`src/rtl/pr_seq_pkg.sv`:
```
// Shared definitions for the two-region PR sequencer.
//   - seq_state_t : sequencer FSM states
//   - STATUS_*    : result codes reported on o_status with each ack
//   - inResetPhase: states in which the granted region's reset_n is asserted
package pr_seq_pkg;

  typedef enum logic [2:0] {
    S_IDLE,
    S_FREEZE,
    S_RESET_HOLD,
    S_PR_START,
    S_PR_WAIT,
    S_UNFREEZE,
    S_RELEASE,
    S_ERROR
  } seq_state_t;

  localparam logic [2:0] STATUS_OK               = 3'd0;
  localparam logic [2:0] STATUS_FREEZE_TIMEOUT   = 3'd1;
  localparam logic [2:0] STATUS_PR_ERROR         = 3'd2;
  localparam logic [2:0] STATUS_UNFREEZE_TIMEOUT = 3'd3;
  localparam logic [2:0] STATUS_ILLEGAL_REQ      = 3'd4;

  // The region is held in reset from the hold phase until it is released.
  function automatic logic inResetPhase(input seq_state_t s);
    return (s == S_RESET_HOLD) || (s == S_PR_START) ||
           (s == S_PR_WAIT) || (s == S_UNFREEZE);
  endfunction

endpackage

```
`src/rtl/pr_rr_arbiter2.sv`:
```
// Two-way round-robin arbiter with a last-served pointer.
// Ports:
//   i_clk, i_reset : clock, synchronous active-high reset
//   i_req[1:0]     : request per region
//   i_take         : the grant is consumed this cycle; pointer moves to it
//   o_valid        : at least one request is pending
//   o_grant        : region index being granted
module pr_rr_arbiter2 (
  input  logic       i_clk,
  input  logic       i_reset,
  input  logic [1:0] i_req,
  input  logic       i_take,
  output logic       o_valid,
  output logic       o_grant
);

  logic r_last;

  // With both regions requesting, grant the one not served last.
  always_comb begin
    o_valid = |i_req;
    if (&i_req) begin
      o_grant = ~r_last;
    end else begin
      o_grant = i_req[1];
    end
  end

  // Reset value 1 makes region 0 the favoured one after reset.
  always_ff @(posedge i_clk) begin
    if (i_reset) begin
      r_last <= 1'b1;
    end else if (i_take && o_valid) begin
      r_last <= o_grant;
    end
  end

endmodule

```
`src/rtl/pr_region_sequencer_2port.sv`:
```
// Sequencer for two PR regions behind freeze controllers. Grants one region
// at a time and runs freeze -> reset hold -> PR start/wait -> unfreeze ->
// reset release, then pulses ack with a status code.
// Ports:
//   i_clk, i_reset         : clock, synchronous active-high reset
//   i_req[1:0], o_ack[1:0] : per-region level request / completion pulse
//   o_status[2:0]          : result of the last sequence
//   o_busy                 : sequence in progress
//   o_active_region        : currently granted region
//   o_pr_start, i_pr_done, i_pr_error : PR engine handshake
//   o_freeze_req_n, o_unfreeze_req_n, o_reset_n        : controller n controls
//   i_freeze_status_n, i_unfreeze_status_n, i_illegal_req_n : controller n status
module pr_region_sequencer_2port
  import pr_seq_pkg::*;
#(
  parameter int TIMEOUT_CYCLES    = 65535,
  parameter int RESET_HOLD_CYCLES = 16
) (
  input  logic       i_clk,
  input  logic       i_reset,
  input  logic [1:0] i_req,
  output logic [1:0] o_ack,
  output logic [2:0] o_status,
  output logic       o_busy,
  output logic       o_active_region,
  output logic       o_pr_start,
  input  logic       i_pr_done,
  input  logic       i_pr_error,
  output logic       o_freeze_req_0,
  output logic       o_unfreeze_req_0,
  output logic       o_reset_0,
  input  logic       i_freeze_status_0,
  input  logic       i_unfreeze_status_0,
  input  logic [1:0] i_illegal_req_0,
  output logic       o_freeze_req_1,
  output logic       o_unfreeze_req_1,
  output logic       o_reset_1,
  input  logic       i_freeze_status_1,
  input  logic       i_unfreeze_status_1,
  input  logic [1:0] i_illegal_req_1
);

  localparam logic [15:0] TIMEOUT_LIM = 16'(TIMEOUT_CYCLES);
  localparam logic [15:0] HOLD_LAST   = 16'(RESET_HOLD_CYCLES - 1);

  seq_state_t  r_state, w_stateNext;
  logic [2:0]  r_status, w_statusNext;
  logic [15:0] r_cnt;
  logic        r_active;
  logic [1:0]  r_stuck;
  logic        w_grantValid, w_grant, w_grantTake;
  logic        w_cntClear, w_stuckSet, w_stuckClear;
  logic        w_inSeq, w_illegal, w_frzSts, w_unfSts, w_timeoutHit;

  pr_rr_arbiter2 u_arb (
    .i_clk   (i_clk),
    .i_reset (i_reset),
    .i_req   (i_req),
    .i_take  (w_grantTake),
    .o_valid (w_grantValid),
    .o_grant (w_grant)
  );

  assign w_inSeq   = (r_state != S_IDLE) && (r_state != S_RELEASE) && (r_state != S_ERROR);
  assign w_illegal = r_active ? (i_illegal_req_1 != 2'b00) : (i_illegal_req_0 != 2'b00);
  assign w_frzSts  = r_active ? i_freeze_status_1 : i_freeze_status_0;
  assign w_unfSts  = r_active ? i_unfreeze_status_1 : i_unfreeze_status_0;
  // A limit of zero disables the freeze/unfreeze timeout.
  assign w_timeoutHit = (TIMEOUT_LIM != 16'd0) && ((r_cnt + 16'd1) == TIMEOUT_LIM);

  // Next-state logic; an illegal request overrides whatever the state chose.
  always_comb begin
    w_stateNext  = r_state;
    w_statusNext = r_status;
    w_grantTake  = 1'b0;
    w_cntClear   = 1'b0;
    w_stuckSet   = 1'b0;
    w_stuckClear = 1'b0;
    case (r_state)
      S_IDLE: begin
        if (w_grantValid) begin
          w_grantTake = 1'b1;
          w_cntClear  = 1'b1;
          w_stateNext = S_FREEZE;
        end
      end
      S_FREEZE: begin
        if (w_frzSts) begin
          w_cntClear  = 1'b1;
          w_stateNext = S_RESET_HOLD;
        end else if (w_timeoutHit) begin
          w_stateNext  = S_ERROR;
          w_statusNext = STATUS_FREEZE_TIMEOUT;
        end
      end
      S_RESET_HOLD: begin
        if (r_cnt == HOLD_LAST) begin
          w_stateNext = S_PR_START;
        end
      end
      S_PR_START: w_stateNext = S_PR_WAIT;
      S_PR_WAIT: begin
        if (i_pr_error) begin
          w_stateNext  = S_ERROR;
          w_statusNext = STATUS_PR_ERROR;
          w_stuckSet   = 1'b1;
        end else if (i_pr_done) begin
          w_cntClear  = 1'b1;
          w_stateNext = S_UNFREEZE;
        end
      end
      S_UNFREEZE: begin
        if (w_unfSts) begin
          w_stateNext  = S_RELEASE;
          w_statusNext = STATUS_OK;
          w_stuckClear = 1'b1;
        end else if (w_timeoutHit) begin
          w_stateNext  = S_ERROR;
          w_statusNext = STATUS_UNFREEZE_TIMEOUT;
          w_stuckSet   = 1'b1;
        end
      end
      default: w_stateNext = S_IDLE;
    endcase
    if (w_inSeq && w_illegal) begin
      w_stateNext  = S_ERROR;
      w_statusNext = STATUS_ILLEGAL_REQ;
      w_stuckSet   = inResetPhase(r_state);
      w_stuckClear = 1'b0;
    end
  end

  // State, status, grant and the shared wait/hold counter.
  always_ff @(posedge i_clk) begin
    if (i_reset) begin
      r_state  <= S_IDLE;
      r_status <= STATUS_OK;
      r_active <= 1'b0;
      r_cnt    <= 16'd0;
    end else begin
      r_state  <= w_stateNext;
      r_status <= w_statusNext;
      if (w_grantTake) begin
        r_active <= w_grant;
      end
      if (w_cntClear) begin
        r_cnt <= 16'd0;
      end else begin
        r_cnt <= r_cnt + 16'd1;
      end
    end
  end

  // A region that failed while in reset stays in reset until a later success.
  always_ff @(posedge i_clk) begin
    if (i_reset) begin
      r_stuck <= 2'b00;
    end else if (w_stuckSet) begin
      r_stuck[r_active] <= 1'b1;
    end else if (w_stuckClear) begin
      r_stuck[r_active] <= 1'b0;
    end
  end

  // Per-region output muxing; only the granted region sees freeze/unfreeze.
  always_comb begin
    o_busy           = w_inSeq;
    o_status         = r_status;
    o_active_region  = r_active;
    o_pr_start       = (r_state == S_PR_START);
    o_ack            = 2'b00;
    if ((r_state == S_RELEASE) || (r_state == S_ERROR)) begin
      o_ack = r_active ? 2'b10 : 2'b01;
    end
    o_freeze_req_0   = (r_state == S_FREEZE) && !r_active;
    o_freeze_req_1   = (r_state == S_FREEZE) && r_active;
    o_unfreeze_req_0 = (r_state == S_UNFREEZE) && !r_active;
    o_unfreeze_req_1 = (r_state == S_UNFREEZE) && r_active;
    o_reset_0        = (inResetPhase(r_state) && !r_active) || r_stuck[0];
    o_reset_1        = (inResetPhase(r_state) && r_active) || r_stuck[1];
  end

endmodule

```
`config.mk`:
```
export PLATFORM = sky130hd
export DESIGN_NAME = pr_region_sequencer_2port
export DESIGN_NICKNAME = d
export VERILOG_FILES = /design/src/rtl/pr_seq_pkg.sv /design/src/rtl/pr_rr_arbiter2.sv /design/src/rtl/pr_region_sequencer_2port.sv
export SDC_FILE = /design/constraint.sdc
export NUM_CORES = 1
export LEC_CHECK = 0
export ABC_CLOCK_PERIOD_IN_PS = 4300
export CORE_MARGIN = 2
export CORE_UTILIZATION = 55
export CTS_CLUSTER_DIAMETER = 50
export DETAILED_ROUTE_END_ITERATION = 10
export HOLD_SLACK_MARGIN = 0.06
export PLACE_DENSITY = 0.88
export SLEW_MARGIN = 20
export SYNTH_ARGS = -nofsm -noshare
export SYNTH_HDL_FRONTEND = slang
export SYNTH_SLANG_ARGS = --single-unit
```
`constraint.sdc`:
```
create_clock -name i_clk -period 4.3 [get_ports i_clk]
set_clock_uncertainty 0.2 [all_clocks]
set_input_delay 0.645 -clock i_clk [delete_from_list [all_inputs] [get_ports i_clk]]
set_output_delay 0.645 -clock i_clk [all_outputs]
set_load 0.01 [all_outputs]
```
; Word-level counts from Yosys, hierarchy flattened
; Cells that the tools add are included.
[word_totals]
reg_bits = 26
input_bits = 14
[classes]
add_sub_neg = 1
magnitude_cmp = 2
n_eq_ne = 22
mux = 40
n_bitwise = 4
reduce_logical = 32
[ops]
columns = cell, n
row1 = $mux 3, 14
row2 = $ne 3x3->1 const B, 7
row3 = $pmux 3 s6, 1
row4 = $mux 1, 17
row5 = $add 16x1->16 const B, 1
row6 = $eq 16x16->1 const B, 1
row7 = $eq 16x4->1 const B, 1
row8 = $eq 3x3->1 const B, 4
row9 = $logic_and 1x1->1, 11
row10 = $reduce_and 5->1, 2
row11 = $pmux 3 s3, 1
row12 = $mux 2, 4
row13 = $ne 4x4->1 const B, 2
row14 = $eq 3x2->1 const B, 2
row15 = $logic_or 1x1->1, 6
row16 = $ne 2x2->1 const B, 3
row17 = $reduce_bool 2->1, 3
row18 = $reduce_bool 3->1, 2
row19 = $reduce_or 2->1, 3
row20 = $reduce_bool 4->1, 1
row21 = $eq 3x1->1 const B, 1
row22 = $logic_not 3->1, 1
row23 = $ne 3x2->1 const B, 1
row24 = $pmux 1 s3, 1
row25 = other kinds (11), 11

; Depth between registers and ports, before layout
; Gate-level depths: netlist of the first run.
[depth]
depth_word = 8
mapped_depth = 8
mapped_depth_nobuf = 8

; Hierarchy
; From an unflattened synthesis of the first run, not the netlist that was laid out.
[unflattened]
hier_cells = 232
area_unflattened_um2 = 1764.2
[modules_own_cells]
columns = module, instances, cells_per_inst, area_each_um2, seq_area_each_um2
row1 = pr_region_sequencer_2port, 1, 226, 1707.9, 500.5
row2 = pr_rr_arbiter2, 1, 6, 56.3, 20.0

; Least setup slack after synthesis of the first run
; Ideal clock, no wire load.
[synth_timing]
path_kind = reg2reg
startpoint = register r_cnt[0]
endpoint = register r_status[0], in the netlist o_status[0]
setup_ns = 0.116
t_arrival_ns = 2.062
t_required_ns = 3.984
setup_slack_ns = 1.922
path_stages_with_launch = 8
n_path_buf = 0
synth_period_minus_slack_ns = 2.378
path_cell_list = dfxtp_1 ha_1 xnor2_1 or2_0 or4_4 a2111oi_4 nor2_2 o211a_1
[synth_via]
elab_chain_len = 4
elab_cells_between_ends = 5
[synth_rtl]
columns = item, line_no
row1 = "start, declared", pr_region_sequencer_2port.sv:48  ; logic [15:0] r_cnt;
row2 = "start signal, assigned", pr_region_sequencer_2port.sv:149  ; r_cnt <= r_cnt + 16'd1;
row3 = $add 16x1->16 *, pr_region_sequencer_2port.sv:69  ; assign w_timeoutHit = (TIMEOUT_LIM != 16'd0) && ((r_cnt + 16'd1) == TIMEOUT_LIM);
row4 = $eq 16x16->1 *, pr_region_sequencer_2port.sv:69
row5 = $ne 3x3->1 (no source line) or $ne 2x2->1 (tied branches), -
row6 = $reduce_and 5->1 (no source line) *, -
row7 = "end signal, assigned", pr_region_sequencer_2port.sv:142  ; r_status <= w_statusNext;
row8 = "end, declared", pr_region_sequencer_2port.sv:47  ; logic [2:0] r_status, w_statusNext;
; Mark *: on every way between the ends. The rest lies on a longest branch, timed or not.
; A chain may end at the register's enable or synchronous reset.

; Worst setup path after layout of the first run
[layout_timing]
startpoint = register r_state[0]
endpoint = output port o_unfreeze_req_0
[layout_via]
elab_chain_len = 2
[layout_rtl]
columns = item, line_no
row1 = "start, declared", pr_region_sequencer_2port.sv:46  ; seq_state_t r_state, w_stateNext;
row2 = "start signal, assigned", pr_region_sequencer_2port.sv:141  ; r_state <= w_stateNext;
row3 = $eq 3x3->1, pr_region_sequencer_2port.sv:177  ; o_unfreeze_req_0 = (r_state == S_UNFREEZE) && !r_active;
row4 = $logic_and 1x1->1, pr_region_sequencer_2port.sv:177
row5 = "end, declared", pr_region_sequencer_2port.sv:30  ; output logic o_unfreeze_req_0,
; Every way passes these cells.

==> results of run 1 <==
==> worst max-delay path, stage by stage (launching register included) <==
cell             delay, ns
dfxtp_1               0.61
inv_1                 0.18
nor2_1                0.35
nand2_1               0.19
nor2_1                0.14
clkdlybuf4s50_1       0.54
==> flip-flops by register name (all words and copies together), names as in the netlist, named ones only <==
| register | count |
|---|---|
| u_arb.r_last | 1 |
| o_active_region | 1 |
| r_state | 3 |
| r_cnt | 16 |
| o_status | 3 |
==> layout by cell type, fill, tap and decap left out, types with 2 or more instances in the layout <==
cell	Yosys	layout
nand4_1	6	6
nand2b_1	2	2
ha_1	5	5
and2_1	2	2
o2bb2ai_1	2	2
mux2i_1	3	3
or3_1	3	3
and3_1	3	3
a211oi_1	2	2
nor2_1	34	34
xnor2_1	4	4
dfxtp_1	26	26
xor2_1	8	8
or4_1	2	2
clkbuf_4	0	3
nor4_1	3	3
o21ai_0	12	12
nor3_1	12	12
a211o_1	2	2
nand3_1	8	8
clkdlybuf4s50_1	0	27
nor2b_1	3	3
nor3b_1	4	4
nand2_1	11	11
a21oi_1	12	12
inv_1	5	5
==> power groups by stage <==
| stage | clock [uW] | sequential [uW] | combinational [uW] |
|---|---|---|---|
| after CTS | 173 | 349 | 476 |
| final | 172 | 352 | 481 |
| after global routing | 181 | 360 | 527 |
| after detailed placement | 0 | 355 | 469 |
| after floorplan | 0 | 315 | 350 |
| after global placement | 0 | 354 | 465 |
==> metal layers <==
metal / GRT usage [%] / wire, um / up-vias
li1: - / - / 798
met1: 32.4 / 1880 / 722
met2: 33.1 / 1630 / 37
met3: 4.18 / 179 / 4
met4: 7.64 / 40 / 0
met5: 0 / 0 / -
==> cells in the mapped netlist, drive strengths merged, types with 4 or more instances <==
master  count
ha          5
clkbuf      9
nor3       12
a21oi      12
nor4        4
nor2       35
nor3b       4
nand2      11
nand3       8
o21ai      12
nand4       6
inv         5
and3        4
xnor2       4
xor2        8
dfxtp      26
==> worst paths after layout <==
kind	from	end	slack, ns
worst max register to register	r_state[2]$_SDFFE_PP0P_	flop	1.61
worst max-delay path	r_state[0]$_SDFFE_PP0P_	o_unfreeze_req_0	1.12
worst min register to register	flop	flop	0.27
worst min-delay path	flop	flop	0.27
==> kinds of logic (layout without fill, tap and decap cells) <==
logic type	Yosys count	in the layout	synth area share, %
AOI/OAI and AO/OA	45	45	19.6
adders and majority gates	5	5	3.85
DFF	26	26	32.0
xor gates and xnor gates	12	12	6.47
and+or+nand+nor	101	101	32.3
buffers and inverters	14	36	3.24
muxes	4	4	2.54
==> stage by stage <==
stage | std cells | total power, uW
finish | 260 | 1000
global route | 260 | 1070
CTS | 260 | 999
detailed placement | 256 | 824
global placement | 256 | 819
floorplan | 207 | 665
==> layout make-up <==
class	instances	area (um2)
Clock inverter	1	30.0
Fill cell	240	830
Tap cell	31	38.8
Multi-Input combinational cell	167	1050
Timing Repair Buffer	27	270
Inverter	5	18.8
Sequential cell	26	520
Clock buffer	3	22.5
==> metrics.md, run 1 <==
| Metric | Value |
|---|---|
| Outcome | finished, final reports clean |
| Mean Syn Cell Area | 7.85 um2 |
| Arrival @ worst endpoint | 2.34 ns |
| Synth top area share | 32.0% |
| Minimum clock period | 3.18 ns |
| Largest net degree at the start of global routing | 22 |
| Sequential Power Share | 35.0% |
| Max clock buf depth | 2 |
| Avg WL per Cell | 14.3 um |
| Worst setup path category | reg -> out |
| Internal | 593 uW |
| Via-per-instance ratio | 6.00 |
| I/O pin count | 28 |
| Cell count after synthesis | 207 |
| Antenna Nets Post-Route | 0 |
| Finished Cell Area | 1950 um2 |
| Final Util | 70.2% |
| Clock transition at path regs | 0.15 ns |
| Final #Nets | 249 |
| RD Place Congestion | 0.963 |
| Max_cap viols | 0 |
| DRC | 0 |
| Detailed Route Iter0 Violations | 101 |
| Leakage power | 0.000693 uW |
| Crit path capture type | primary output |
| Ys async rst share | 0% |
| First-pass GRT wire length | 5950 um |
| # resized after CTS | 0 |
| Worst Path Required | 3.45 ns |
| Total GRT Usage | 22.3% |
| DP Area | 1900 um2 |
| Yosys warns | 0 |
| Vias in the first global route | 1340 |
| Post-synthesis sequential area ratio | 32.0% |
| Max-slew headroom | 53.7% |
| Rows | 19 |
| Starting density of the core | 58.4% |
| CTS sink count | 26 |
| Layout cells sized above 1 | 5.24% |
| Total core area | 2780 um2 |
| Hold_buf cts | 0 |
| Chip width | 58.3 um |
| Main flop type after synthesis | dfxtp_1 |
| Grt total ovfl | 0 |
| RSZ-0062 raised after global routing | no |
| Post-synthesis register bit count | 26 |
| Hold WS | 0.265 ns |
| Setup TNS | 0 ns |
| Min-Delay Path Class | reg -> reg |
| Setup crit start kind | flop |
| Die height | 58.3 um |
| Worst Path Max Fanout | 13 |
| Htree depth | 1 |
| Post-CTS setup buffer count | 0 |
| Post-synth top area cell | dfxtp_1 |
| Place WS | 1.52 ns |
| Combinational share of power | 47.9% |
| Final Max Slew Viols | 0 |
| Switching power share of the total | 40.9% |
| WHS Path Cells | 2 |
| Via count | 1561 |
| Final HPWL DP | 2700 um |
| Clk Latency, worst-skew pair | 0.33 ns |
| Worst VDD drop | 584 uV |
| Clock power share | 17.1% |
| Root buffer cell | clkbuf_4 |
| R2R depth | 6 |
| Synthesized Nets | 226 |
| Synth cell types | 49 |
| Total Wirelength | 3730 um |
| Mapped Area | 1620 um2 |
| Port bufs | 27 |
| Antenna cells | 0 |
| Full die area | 3400 um2 |
| Initial antenna violation count | 0 |
| Largest cells by area after synthesis | dfxtp_1, nor2_1, xor2_1, ha_1, a21oi_1 |
| Fmax | 314 MHz |
| P_sw | 411 uW |
| PwrDens | 514 nW/um2 |
| Layout area overhead | 20.2% |
| CTS tree | done |
| Final-report hold violation count | 0 |
| Number of synthesized flops with an enable pin | 0 |
| First-pass iteration count of the detailed router | 4 |
| Final Cycle Share | 74.0% |
| Final setup violation count | 0 |
| Final WS setup | 1.12 ns |
| CTS buffer count | 3 |
| Worst Tran Pin Value | 0.688 ns |
Note: power is estimated with default switching activity, not from simulation.
==> inputs of run 2 (changes only) <==
--- a/config.mk
+++ b/config.mk
@@ -5,13 +5,13 @@
 export SDC_FILE = /design/constraint.sdc
 export NUM_CORES = 1
 export LEC_CHECK = 0
-export ABC_CLOCK_PERIOD_IN_PS = 4300
+export ABC_CLOCK_PERIOD_IN_PS = 3300
 export CORE_MARGIN = 2
-export CORE_UTILIZATION = 55
+export CORE_UTILIZATION = 52
 export CTS_CLUSTER_DIAMETER = 50
 export DETAILED_ROUTE_END_ITERATION = 10
 export HOLD_SLACK_MARGIN = 0.06
-export PLACE_DENSITY = 0.88
+export PLACE_DENSITY = 0.84
 export SLEW_MARGIN = 20
 export SYNTH_ARGS = -nofsm -noshare
 export SYNTH_HDL_FRONTEND = slang
==> constraint.sdc (replaced) <==
create_clock -name i_clk -period 3.3 [get_ports i_clk]
set_clock_uncertainty 0.2 [all_clocks]
set_input_delay 0.495 -clock i_clk [delete_from_list [all_inputs] [get_ports i_clk]]
set_output_delay 0.495 -clock i_clk [all_outputs]
set_load 0.01 [all_outputs]
==> metrics.md, run 2 (synthesis gave the netlist of run 1 again) <==
| Metric | Value |
|---|---|
| Largest stage delay, worst path | 0.58 ns (-0.03 ns) |
| Critical Path Slowest Stage Cell | dfxtp_1 |
| Layout cells sized above 1 | 5.65% (+0.41 points) |
| Die height | 59.9 um (+2.6%) |
| Reg2reg start | r_cnt[0]$_SDFF_PP0_ |
| Final Cycle Share | 89.3% |
| Startpoint of the worst hold path | o_status[1]$_SDFFE_PP0P_ |
| Total core area | 3000 um2 (+8.0%) |
| Largest net degree at the start of global routing | 22 (unchanged) |
| Fmax | 339 MHz |
| First-pass iteration count of the detailed router | 6 (+2) |
| Final setup violation count | 0 (unchanged) |
| Max FFs per register | 16 (unchanged) |
| Worst Tran Pin Value | 0.651 ns (-0.0372 ns) |
| Arrival @ worst endpoint | 2.25 ns (-0.09 ns) |
| Leakage power | 0.000691 uW (-0.30%) |
| Grt total ovfl | 0 (unchanged) |
| RSZ-0062 raised after global routing | no |
| Setup crit start kind | flop |
| Initial antenna violation count | 0 (unchanged) |
| First-pass GRT wire length | 6200 um (+4.1%) |
| Min-Delay Path Class | reg -> reg |
| Hold_buf cts | 0 (unchanged) |
| Final-report hold violation count | 0 (unchanged) |
| Via-per-instance ratio | 5.93 (-1.2%) |
| Setup crit start | r_state[0]$_SDFFE_PP0P_ |
| CTS buffer count | 3 (unchanged) |
| Htree depth | 1 (unchanged) |
| Max_cap viols | 0 (unchanged) |
| CTS tree | done |
| Starting density of the core | 54.1% (-4.3 points) |
| Minimum clock period | 2.95 ns |
| Root buffer cell | clkbuf_4 |
| Final HPWL DP | 2810 um (+4.0%) |
| Worst Path Max Fanout | 13 (unchanged) |
| Max-slew headroom | 56.5% (+2.8 points) |
| Chip width | 59.9 um (+2.6%) |
| Via count | 1560 (-0.064%) |
| CP delay by family, top | buffers and inverters |
| Worst setup path category | reg -> out |
| Worst Path Required | 2.60 ns (-0.85 ns) |
| Worst path buffer plus inverter count | 2 (unchanged) |
| Hold WS | 0.282 ns (+0.0173 ns) |
| Fill cells | 261 (+8.8%) |
| Worst VDD drop | 357 uV (-39%) |
| Outcome | finished, final reports clean |
| Full die area | 3590 um2 (+5.4%) |
| Avg WL per Cell | 13.8 um (-4.0%) |
| CTS sink count | 26 (unchanged) |
| Detailed Route Iter0 Violations | 57 (-44%) |
| Max clock buf depth | 2 (unchanged) |
| Commonest cells after routing, fill and taps aside | nor2_1, clkdlybuf4s50_1, dfxtp_1 |
| Rows | 20 (+1) |
| Total GRT Usage | 22.3% (about the same) |
| Post-CTS setup buffer count | 0 (unchanged) |
| Layout area overhead | 19.8% |
| Antenna Nets Post-Route | 0 (unchanged) |
| DRC | 0 (unchanged) |
| Setup TNS | 0 ns (unchanged) |
| Vias in the first global route | 1390 (+3.7%) |
| Crit path capture type | primary output |
| Antenna cells | 0 (unchanged) |
| # resized after CTS | 0 (unchanged) |
| RD Place Congestion | 0.907 (-5.8%) |
| Port bufs | 27 (unchanged) |
| Most common cell after layout, fill and taps aside | nor2_1 |
| Most used cell, CP | nor2_1 |
| Final #Nets | 250 (+0.40%) |
| Clk Latency, worst-skew pair | 0.32 ns (about the same) |
| PwrDens | 641 nW/um2 (+25%) |
| Biggest register | r_cnt |
| Final Max Slew Viols | 0 (unchanged) |
| I/O pin count | 28 (unchanged) |
| Total Wirelength | 3620 um (-2.9%) |
| Clock transition at path regs | 0.14 ns (about the same) |
| Ordered cell list for the critical path | inv_1 > nor2_1 > nand2_1 > nor2_1 > clkdlybuf4s50_1 |
==> run 2: cell count changes in the layout (fill, tap and decap cells not counted) <==
cell,delta
bufinv_16,-1
clkbuf_8,+1
buf_4,+1
==> run 2: per-stage QoR <==
stage,area [um2],utilization (%),cells,worst slack (ns),power [uW]
detailed placement,1910,63.6,259,0.750,1090
CTS,1950,64.8,263,0.372,1250
global route,1950,64.8,263,0.142,1350
finish,1950,64.8,263,0.353,1250
floorplan,1620,-,207,0.922,867
global placement,1910,63.6,259,0.786,1080
==> run 2: worst paths after layout <==
kind,end,cells after the start,slack [ns]
worst max-delay path,o_unfreeze_req_0,5,0.35
worst max register to register,o_status[0]$_SDFFE_PP0P_,7,0.80
worst min register to register,o_status[1]$_SDFFE_PP0P_,2,0.28
worst min-delay path,o_status[1]$_SDFFE_PP0P_,2,0.28
==> run 2: layout make-up <==
cell class | instances | area [um2] | area share [%]
Clock buffer | 4 | 36.3 | 1.86
Tap cell | 33 | 41.3 | 2.12
Multi-Input combinational cell | 167 | 1050 | 54.0
Sequential cell | 26 | 520 | 26.8
Inverter | 5 | 18.8 | 0.965
Timing Repair Buffer | 28 | 278 | 14.3
==> run 2: power breakdown <==
| group | internal (uW) | switching, uW |
|---|---|---|
| combinational | 297 | 333 |
| sequential | 362 | 96.7 |
| clock | 67.5 | 91.4 |
==> run 2: tightest hold or removal path: cells and delay by family (launching register included) <==
kind	cells	cell delay (ns)
and+or+nand+nor	1	0.05
muxes	1	0.06
DFF	1	0.34
==> run 2: metal layers <==
metal	track usage [%]	part of all wire [%]
met4	7.30	1.3
met2	33.5	44
met5	0	0
met3	4.76	6.4
met1	31.5	48
==> inputs of run 3 (changes only) <==
--- a/config.mk
+++ b/config.mk
@@ -5,13 +5,13 @@
 export SDC_FILE = /design/constraint.sdc
 export NUM_CORES = 1
 export LEC_CHECK = 0
-export ABC_CLOCK_PERIOD_IN_PS = 3300
+export ABC_CLOCK_PERIOD_IN_PS = 2600
 export CORE_MARGIN = 2
-export CORE_UTILIZATION = 52
+export CORE_UTILIZATION = 47
 export CTS_CLUSTER_DIAMETER = 50
 export DETAILED_ROUTE_END_ITERATION = 10
 export HOLD_SLACK_MARGIN = 0.06
-export PLACE_DENSITY = 0.84
+export PLACE_DENSITY = 0.8
 export SLEW_MARGIN = 20
 export SYNTH_ARGS = -nofsm -noshare
 export SYNTH_HDL_FRONTEND = slang
==> constraint.sdc (replaced) <==
create_clock -name i_clk -period 2.6 [get_ports i_clk]
set_clock_uncertainty 0.2 [all_clocks]
set_input_delay 0.39 -clock i_clk [delete_from_list [all_inputs] [get_ports i_clk]]
set_output_delay 0.39 -clock i_clk [all_outputs]
set_load 0.01 [all_outputs]
==> metrics.md, run 3 (synthesis gave the netlist of run 1 again) <==
| Metric | Value |
|---|---|
| Outcome | finished, final reports clean |
| CTS tree | done |
| Final #Nets | 257 (+2.8%) |
| Chip width | 62.8 um (+4.8%) |
| Via-per-instance ratio | 5.69 (-4.1%) |
| Post-CTS setup buffer count | 0 (unchanged) |
| Die height | 62.8 um (+4.8%) |
| Crit path capture type | flop |
| Clock transition at path regs | 0.13 ns (about the same) |
| Worst VDD drop | 488 uV (+37%) |
| Fill cells | 319 (+22%) |
| Layout cells sized above 1 | 8.86% (+3.2 points) |
| Commonest cells after routing, fill and taps aside | nor2_1, clkdlybuf4s50_1, dfxtp_1 |
| R2R depth | 7 (unchanged) |
| Worst Path Max Fanout | 6 (-7) |
| Hold_buf cts | 0 (unchanged) |
| Startpoint of the worst hold path | o_status[1]$_SDFFE_PP0P_ |
| Combinational share of power | 56.8% (+6.3 points) |
| DP Area | 1980 um2 (+3.6%) |
| R2R Path End | o_status[0]$_SDFFE_PP0P_ |
| RD Place Congestion | 0.909 (+0.18%) |
| Total core area | 3340 um2 (+11%) |
| Detailed Route Iter0 Violations | 97 (+70%) |
| Final Util | 60.4% (-4.3 points) |
| Rows | 21 (+5.0%) |
| Total Wirelength | 3680 um (+1.7%) |
| I/O pin count | 28 (unchanged) |
| Final setup violation count | 0 (unchanged) |
| Switching power share of the total | 41.0% (-0.76 points) |
| Starting density of the core | 48.7% (-5.4 points) |
| Port bufs | 27 (unchanged) |
| Area occupied by registers | 520 um2 (unchanged) |
| Largest stage delay, worst path | 0.54 ns (-0.04 ns) |
| Final Max Slew Viols | 0 (unchanged) |
| Clk Latency, worst-skew pair | 0.32 ns (about the same) |
| Full die area | 3940 um2 (+9.9%) |
| Worst setup path category | reg -> reg |
| Internal | 975 uW (+34%) |
| Reg2reg start | r_cnt[0]$_SDFF_PP0_ |
| Final-report hold violation count | 0 (unchanged) |
| First-pass iteration count of the detailed router | 4 (-2) |
| Critical Path Slowest Stage Cell | or4_4 |
| Max FFs per register | 16 (unchanged) |
| Avg WL per Cell | 13.0 um (-5.5%) |
| Biggest register | r_cnt |
| Largest net degree at the start of global routing | 17 (-23%) |
| Area of the multi-input gates | 1050 um2 (+0.24%) |
| Htree depth | 1 (unchanged) |
| Vias in the first global route | 1464 (+5.3%) |
| Total GRT Usage | 19.9% (-2.3 points) |
| Max-slew headroom | 68.6% (+12 points) |
| P_sw | 677 uW (+30%) |
| Max_cap viols | 0 (unchanged) |
| CTS buffer count | 3 (unchanged) |
| Fmax | 401 MHz |
| Setup TNS | 0 ns (unchanged) |
| Leakage power | 0.000726 uW (+5.0%) |
| Worst path buffer plus inverter count | 0 (-2) |
| Arrival @ worst endpoint | 2.53 ns (+0.28 ns) |
| Finished Cell Area | 2020 um2 (+3.7%) |
| Final HPWL DP | 2900 um (+3.0%) |
| Worst Hold End | o_status[1]$_SDFFE_PP0P_ |
| Total power | 1650 uW (+32%) |
| Sequential Power Share | 31.2% (-5.6 points) |
| Via count | 1610 (+3.2%) |
| Layout area overhead | 24.2% |
| PwrDens | 819 nW/um2 (+28%) |
| Antenna Nets Post-Route | 0 (unchanged) |
| Setup crit start kind | flop |
| Worst Tran Pin Value | 0.470 ns (-0.181 ns) |
| Place WS | 0.129 ns (-0.621 ns) |
| Initial antenna violation count | 0 (unchanged) |
| RSZ-0062 raised after global routing | no |
| Max clock buf depth | 2 (unchanged) |
| Most common cell after layout, fill and taps aside | nor2_1 |
| R2r setup slk | 0.10 ns (-0.70 ns) |
| DRC | 0 (unchanged) |
| WHS Path Cells | 2 (unchanged) |
| CP delay by family, top | simple AND/OR/NAND/NOR gates |
| # resized after CTS | 0 (unchanged) |
| Grt total ovfl | 0 (unchanged) |
| First-pass GRT wire length | 6550 um (+5.7%) |
| Final Cycle Share | 96.0% |
| Clock power share | 12.1% (-0.6 points) |
| Min-Delay Path Class | reg -> reg |
| Setup crit start | r_cnt[0]$_SDFF_PP0_ |
| Ordered cell list for the critical path | ha_1 > xnor2_1 > or2_0 > or4_4 > a2111oi_4 > nor2_2 > o211a_1 |
| Antenna cells | 0 (unchanged) |
| Final WS setup | 0.105 ns (-0.248 ns) |
| Worst Path Required | 2.63 ns (+0.03 ns) |
| Root buffer cell | clkbuf_4 |
| CTS sink count | 26 (unchanged) |
| Minimum clock period | 2.50 ns |
==> run 3: changes by cell type in the layout (fill, tap and decap cells not counted), sizes merged <==
cell  previous run  this run
buf              1         8
==> run 3: worst max-delay path by stage <==
| stage | endpoint | slack, ns | depth (start not counted) |
|---|---|---|---|
| 2_1_floorplan | o_status[0]$_SDFFE_PP0P_ | 0.22 | 7 |
| 3_3_place_gp | o_status[0]$_SDFFE_PP0P_ | 0.16 | 7 |
| 3_5_place_dp | o_status[0]$_SDFFE_PP0P_ | 0.13 | 7 |
| 4_1_cts | o_unfreeze_req_0 | 0.05 | 5 |
| 5_1_grt | o_status[0]$_SDFFE_PP0P_ | 0.02 | 7 |
| 6_report | o_status[0]$_SDFFE_PP0P_ | 0.10 | 7 |
==> run 3: worst min-delay path, cell delays in order, from the launching register on <==
cell,delay [ns]
dfxtp_1,0.34
nand2_1,0.05
mux2i_1,0.06
==> run 3: power by group through the flow <==
stage	clock network, uW	registers (uW)	logic [uW]
after floorplan	0	522	578
after global placement	0	521	914
after detailed placement	0	523	922
after CTS	210	514	925
after global routing	225	525	1040
final	199	515	938
==> run 3: stage by stage <==
stage	instances	hold slack, ns
final	283	0.274
after global routing	283	0.315
after CTS	283	0.280
after detailed placement	279	0.257
after global placement	279	0.261
after floorplan	207	0.232
==> run 3: area by class of cell <==
| cell class | instances | share of cell area (%) |
|---|---|---|
| clock buffer | 4 | 1.80 |
| inverter | 5 | 0.931 |
| multi-input combinational | 167 | 52.2 |
| sequential | 26 | 25.8 |
| tap | 46 | 2.85 |
| timing repair buffer | 35 | 16.4 |
==> run 3: metal layers <==
metal	up-vias	global-route usage [%]	part of all wire, %
met1	724	29.1	50
met4	0	5.28	1.5
met3	11	3.42	5.2
met5	-	0	0
met2	56	30.2	44
li1	819	-	-
